===== src/rtl/fpa_pkg.sv =====
// fpa_pkg: shared state encoding and widths for the 1-4-3 floating-point adder controller
package fpa_pkg;
    localparam int MANT_W = 5;
    typedef enum logic [2:0] {
        IDLE  = 3'd0,
        LOAD  = 3'd1,
        ADD   = 3'd2,
        NLOAD = 3'd3,
        NORM  = 3'd4,
        DONE  = 3'd5,
        FIN   = 3'd6
    } state_t;
endpackage


===== src/rtl/fpa_if.sv =====
// fpa_if: controller <-> datapath strobes, flags and start/busy/done handshake
interface fpa_if;
    import fpa_pkg::*;
    logic              start;
    logic              add_except;
    logic              norm_except;
    logic [MANT_W-1:0] mant;
    logic              load_en;
    logic              add_en;
    logic              norm_en;
    logic              norm_load;
    logic              shift_right;
    logic              shift_left;
    logic              done_en;
    logic              busy;
    logic              done;
    logic              err;
    modport master(
        input  start, add_except, norm_except, mant,
        output load_en, add_en, norm_en, norm_load, shift_right, shift_left, done_en, busy, done, err
    );
    modport slave(
        output start, add_except, norm_except, mant,
        input  load_en, add_en, norm_en, norm_load, shift_right, shift_left, done_en, busy, done, err
    );
endinterface


===== src/rtl/fpa_controller.sv =====
// fpa_controller: sequences the FP adder datapath through load, add, normalize and result capture
module fpa_controller
    import fpa_pkg::*;
#(
    parameter int MAX_SHIFT = 4,
    parameter int CNT_W     = 3
) (
    input logic   clk,
    input logic   clr_n,
    fpa_if.master bus
);
    state_t             state, state_nx;
    logic [CNT_W-1:0]   cnt;
    logic               busy_q, done_q, err_q;
    logic               stop, zero, shift;
    // Normalize decision is Mealy on the live mantissa; exceptions and the shift cap win
    assign stop            = bus.norm_except || cnt == CNT_W'(MAX_SHIFT);
    assign zero            = bus.mant == '0;
    assign bus.shift_right = state == NORM && !stop && !zero && bus.mant[4];
    assign bus.shift_left  = state == NORM && !stop && !zero && bus.mant[4:3] == 2'b00;
    assign shift           = bus.shift_right || bus.shift_left;
    assign bus.load_en     = state == LOAD;
    assign bus.add_en      = state == ADD;
    assign bus.norm_en     = state == NLOAD || state == NORM;
    assign bus.norm_load   = state == NLOAD;
    assign bus.done_en     = state == DONE;
    assign bus.busy        = busy_q;
    assign bus.done        = done_q;
    assign bus.err         = err_q;
    always_comb begin
        state_nx = state == IDLE  ? (bus.start ? LOAD : IDLE) :
                   state == LOAD  ? ADD :
                   state == ADD   ? NLOAD :
                   state == NLOAD ? (bus.add_except ? DONE : NORM) :
                   state == NORM  ? (shift ? NORM : DONE) :
                   state == DONE  ? FIN : IDLE;
    end
    always_ff @(posedge clk or negedge clr_n) begin
        if (!clr_n) begin
            state  <= IDLE;
            cnt    <= '0;
            busy_q <= 1'b0;
            done_q <= 1'b0;
            err_q  <= 1'b0;
        end else begin
            state  <= state_nx;
            busy_q <= state_nx != IDLE;
            done_q <= state == FIN;
            cnt    <= state == NLOAD ? '0 : shift ? cnt + 1'b1 : cnt;
            err_q  <= (state == IDLE && bus.start) ? 1'b0 :
                      ((state == NLOAD && bus.add_except) || (state == NORM && stop)) ? 1'b1 : err_q;
        end
    end
endmodule


===== src/flat_wrapper.sv =====
// flat-port wrapper written by rule: the top's interface ports become plain ports
module fpa_controller_flat import fpa_pkg::*;
#(
    parameter int MAX_SHIFT = 4,
    parameter int CNT_W     = 3
)
  (clk, clr_n, bus_start, bus_add_except, bus_norm_except, bus_mant, bus_load_en, bus_add_en, bus_norm_en, bus_norm_load, bus_shift_right, bus_shift_left, bus_done_en, bus_busy, bus_done, bus_err);
  fpa_if bus_i ();
  input logic clk;
  input logic clr_n;
  input wire logic [$bits(bus_i.start)-1:0] bus_start;
  input wire logic [$bits(bus_i.add_except)-1:0] bus_add_except;
  input wire logic [$bits(bus_i.norm_except)-1:0] bus_norm_except;
  input wire logic [$bits(bus_i.mant)-1:0] bus_mant;
  output wire logic [$bits(bus_i.load_en)-1:0] bus_load_en;
  output wire logic [$bits(bus_i.add_en)-1:0] bus_add_en;
  output wire logic [$bits(bus_i.norm_en)-1:0] bus_norm_en;
  output wire logic [$bits(bus_i.norm_load)-1:0] bus_norm_load;
  output wire logic [$bits(bus_i.shift_right)-1:0] bus_shift_right;
  output wire logic [$bits(bus_i.shift_left)-1:0] bus_shift_left;
  output wire logic [$bits(bus_i.done_en)-1:0] bus_done_en;
  output wire logic [$bits(bus_i.busy)-1:0] bus_busy;
  output wire logic [$bits(bus_i.done)-1:0] bus_done;
  output wire logic [$bits(bus_i.err)-1:0] bus_err;
  assign bus_i.start = bus_start;
  assign bus_i.add_except = bus_add_except;
  assign bus_i.norm_except = bus_norm_except;
  assign bus_i.mant = bus_mant;
  assign bus_load_en = bus_i.load_en;
  assign bus_add_en = bus_i.add_en;
  assign bus_norm_en = bus_i.norm_en;
  assign bus_norm_load = bus_i.norm_load;
  assign bus_shift_right = bus_i.shift_right;
  assign bus_shift_left = bus_i.shift_left;
  assign bus_done_en = bus_i.done_en;
  assign bus_busy = bus_i.busy;
  assign bus_done = bus_i.done;
  assign bus_err = bus_i.err;
  fpa_controller #(.MAX_SHIFT(MAX_SHIFT), .CNT_W(CNT_W)) u_core (.clk(clk), .clr_n(clr_n), .bus(bus_i));
endmodule

===== config.mk =====
export PLATFORM = sky130hd
export DESIGN_NAME = fpa_controller_flat
export DESIGN_NICKNAME = d
export VERILOG_FILES = /design/src/rtl/fpa_pkg.sv /design/src/rtl/fpa_if.sv /design/src/rtl/fpa_controller.sv /design/src/flat_wrapper.sv
export SDC_FILE = /design/constraint.sdc
export NUM_CORES = 1
export LEC_CHECK = 0
export ABC_AREA = 1
export CAP_MARGIN = 20
export CORE_AREA = 3 3 40 42
export CTS_BUF_LIST = sky130_fd_sc_hd__clkbuf_8
export DETAILED_ROUTE_END_ITERATION = 10
export DIE_AREA = 0 0 43 45
export PLACE_DENSITY_LB_ADDON = 0.2
export REMOVE_ABC_BUFFERS = 1
export SLEW_MARGIN = 20
export SYNTH_ARGS = -nofsm -noshare
export SYNTH_HDL_FRONTEND = slang
export SYNTH_SLANG_ARGS = --single-unit

===== constraint.sdc =====
create_clock -name clk -period 1.7 [get_ports clk]
set_input_delay 0.425 -clock clk [delete_from_list [all_inputs] [get_ports clk]]
set_output_delay 0.425 -clock clk [all_outputs]
set_load 0.1 [all_outputs]

======== Word level (Yosys, flattened, before mapping) ========
Index checks and enable logic that the tools add are counted.
operators by class
  multiplexer cells ....................... 13
  reductions and logical operators ........ 19
  add/subtract/negate cells ............... 1
  eq/ne operators ......................... 7
operator list
  kind                   number
  $mux W3                8
  $eq A3 B3 Y1 const B   4
  $logic_and A1 B1 Y1    7
  $eq A3 B2 Y1 const B   2
  $logic_not A5 Y1       1
  $mux W1                5
  $logic_or A1 B1 Y1     4
  $reduce_bool A2 Y1     2
  $add A3 B1 Y3 const B  1
  $eq A3 B1 Y1 const B   1
  $logic_not A3 Y1       1
  $reduce_bool A3 Y1     1
  $logic_not A1 Y1       2
  $logic_not A2 Y1       1
word-level totals
  output and inout port bits .............. 10
  bits of input ports ..................... 10
  flip-flop bits (word level) ............. 9
  logic and storage cells ................. 45

======== Depth between registers and ports, before layout ========
  depth after elaboration ................. 14
  gate-level depth with buffers ........... 9
  depth with buffers taken out ............ 9

======== Worst setup path after synthesis ========
No wires, ideal clock.
  kind .................................... flip-flop to output port
  start ................................... reg u_core.cnt[0]
  end ..................................... out bus_shift_left
  buffers on the path ..................... 0
  cell stages (with the launch flop) ...... 8
  setup slack ............................. -1.670 ns
  arrival ................................. 2.945 ns
  cells stage by stage .................... dfrtp_1 > inv_1 > ha_1 > nand2_1 > nand2_1 > nor2_4 > nand2_1 > nor3_1
on the way
  cells in the longest elaborated chain, start to end .. 6
ends and longest elaborated chain
  element                           line                  RTL
  from (decl)                       fpa_controller.sv:13  logic [CNT_W-1:0] cnt;
  from (signal assigned)            fpa_controller.sv:49  cnt <= state == NLOAD ? '0 : shift ? cnt + 1'b1 : cnt;
  $eq A3 B3 Y1                      fpa_controller.sv:17  assign stop = bus.norm_except || cnt == CNT_W'(MAX_SHIFT);
  $logic_or A1 B1 Y1                fpa_controller.sv:17
  $logic_not A1 Y1                  fpa_controller.sv:20  assign bus.shift_left = state == NORM && !stop && !zero && bus.mant[4:3] == 2'b00;
  $logic_and A1 B1 Y1 (3 in a row)  fpa_controller.sv:20
  to (decl)                         flat_wrapper.sv:20    output wire logic [$bits(bus_i.shift_left)-1:0] bus_shift_left;
No other way between the ends.

======== Worst setup path after layout ========
  start ................................... reg u_core.cnt[1]
  end ..................................... out bus_shift_left
Same word-level chain as after synthesis.

==> metrics.txt <==
cts hold-fix bufs=0; total die area=1940 um^2; RSZ-0062 raised after global routing=true; share of cells above drive strength 1=47.0%; sequential area share after synthesis=a little over two fifths; Post-Syn Area=~510 um^2; Async SR Flop Fraction=100%; starting density of the core=39.9%; CP bufs+invs=3; CP endpoint kind=output pin; most frequent cells after synthesis=inv_1, nand2_1, dfrtp_1; CTS tree=yes; worst r2r dst=u_core.cnt[0]; n_diodes=0; Yosys warnings=0; Crit Path Max Fanout=2; Tightest Hold Check Type=in -> async; Setup TNS=-0.505 ns; Clock Latency Late Sink=approximately 0.24 ns; clk sinks=9; Bufs on Longest Clock Path=2; HPWL Detailed=889 um; Die Wd=roughly 43 um; Remaining Overflow, GRT=0; core area=between 1000 and 1500 um^2; most used cell, CP=nand2_2; Primary FF master, synth=dfrtp_1; post-route worst setup slack=-0.257 ns; Mapped Cells=64; max-slew violation count=0; first-pass GRT wire length=2040 um; GRT Overall Usage=14.7%; clock-pin slew on the worst setup and hold paths=0.05 ns; PortBufs=19; Pleak=0.511 nW; number of CTS-inserted buffers=3; synthesis-to-layout area growth=97.1%; Critical Path RT=1.27 ns; Top delay family on crit path=simple AND/OR/NAND/NOR gates; fmax=511 MHz; post-detailed-route count of antenna-violating nets=0; Max-Slew Margin vs Limit=73.3%; slew at the pin closest to its max-slew limit=0.399 ns; Yosys top cell by area=dfrtp_1; # DRC=0; Die Ht=45 um; 1st-iter DRT viols=5; number of enable flip-flop cells after synthesis=0; slowest stage cell, crit path=dfrtp_1; I/O pins=20; WP data arrival=1.53 ns; synth top area cells=dfrtp_1, inv_1, nand2_1; final critical-path share of the clock period=115%; drt wl/cell=11.1 um; final RePlAce weighted congestion=roughly 0.79; FF-to-FF path depth=10; IR Drop Worst-Case VDD=1630 uV; vias in the first global route=495; clk root buf=clkbuf_8; startpoint types=register; Setup-failing EPs final=3; Clock Skew=0.00544 ns; final hold violations=0; routed wire length=1280 um; power density over the cells=2050 nW/um^2; Final min period=around 2.0 ns; R2R Setup Slk=0.33 ns; Final Instance Area=1010 um^2; Via density=4.64; DP Area=890 um^2; Max-cap violations=0; H-Tree Depth=1; Crit Path Class=reg -> out; outcome=finished, violations left; slowest stage delay, CP=about 0.36 ns; Yosys reg bits=9; drt first pass iters=4; nets=roughly 110; dominant cell by count in the synthesized netlist=inv_1; largest net degree at the start of global routing=10; Via Count=534; FF-to-FF Start=u_core.cnt[1]; Cell Rows=13; worst hold margin=0.482 ns; violated checks=negative setup slack; cells along the critical path=inv_2 -> ha_4 -> nand2_2 -> nand2_2 -> nor2_4 -> nand2_2 -> nor3_2 -> buf_4 -> buf_12; top cell type's share of synthesized area=43.9%; initial antenna violation count=0; syn_area_per_cell=8.02 um^2; Synth cell types=17
[cell type report]
type,count,area [um^2]
flip-flops and latches,9,225
clock inverters,1,3.75
clock buffers,3,41.3
fillers,90,274
repair buffers,32,384
multi-input cells,42,288
inverters,13,50.0
well taps,15,18.8
[stage by stage]
| step | setup slack (ns) | instances | power [W] | util [%] |
|---|---|---|---|---|
| CTS | -0.298 | 115 | 0.00206 | 78.1 |
| detailed placement | -0.328 | 107 | 0.00170 | 69.2 |
| floorplan | -1.67 | 64 | 0.00119 | - |
| global placement | -0.291 | 107 | 0.00169 | 69.2 |
| finish | -0.257 | 115 | 0.00207 | 78.7 |
| global route | -0.336 | 115 | 0.00218 | 78.7 |
[cell usage in the layout (no fill, tap or decap), types with 2 or more instances in the layout]
cell,count
buf_12,10
nand2_2,6
nor2_1,6
buf_4,13
nand3_1,6
dfrtp_1,9
nor2_4,2
clkbuf_8,3
nor2_2,2
inv_1,8
nand2_1,7
inv_2,5
clkdlybuf4s50_1,6
o21ai_0,3
dlygate4sd2_1,3
[state kept, by name (all words and copies together) (netlist names)]
register,flops
u_core.bus.busy,1
u_core.bus.err,1
u_core.state,3
u_core.cnt,3
u_core.bus.done,1
[power breakdown]
part           total (W)  internal (W)  switching (W)
combinational    0.00147      0.000532       0.000936
clock           0.000245      0.000157      0.0000873
sequential      0.000362      0.000296      0.0000654
total            0.00207      0.000986        0.00109
[logic make-up (layout without fill, tap and decap cells)]
logic type / Yosys count / count (layout) / synth area share [%]
xor+xnor: 1 / 1 / 1.71
compound gates: 5 / 5 / 8.05
fa+ha+maj: 2 / 2 / 4.88
simple gates: 34 / 34 / 31.7
buf+inv: 13 / 49 / 9.75
flops: 9 / 9 / 43.9
[how the worst max path moves through the flow]
stage                                from  cells after the start  slack, ns        endpoint
after floorplan             u_core.cnt[0]                      7      -1.67  bus_shift_left
after global placement        bus_mant[4]                      7      -0.29  bus_shift_left
after detailed placement  bus_norm_except                      8      -0.33  bus_shift_left
after CTS                   u_core.cnt[1]                      9      -0.30  bus_shift_left
after global routing        u_core.cnt[1]                      9      -0.34  bus_shift_left
final                       u_core.cnt[1]                      9      -0.26  bus_shift_left
[layer usage]
layer / GRT usage, % / vias up / wire length [um]
li1: - / 274 / -
met4: 7.23 / 0 / 19
met1: 17.6 / 239 / 525
met3: 6.37 / 3 / 88
met2: 22.8 / 18 / 643
met5: 0 / - / 0
[timing repair]
action,4_1_cts,5_1_grt
gates resized for setup,17,3
setup endpoints to repair,6,6
buffers inserted,4,0
pin swaps,6,2
(Power assumes the default switching activity.)
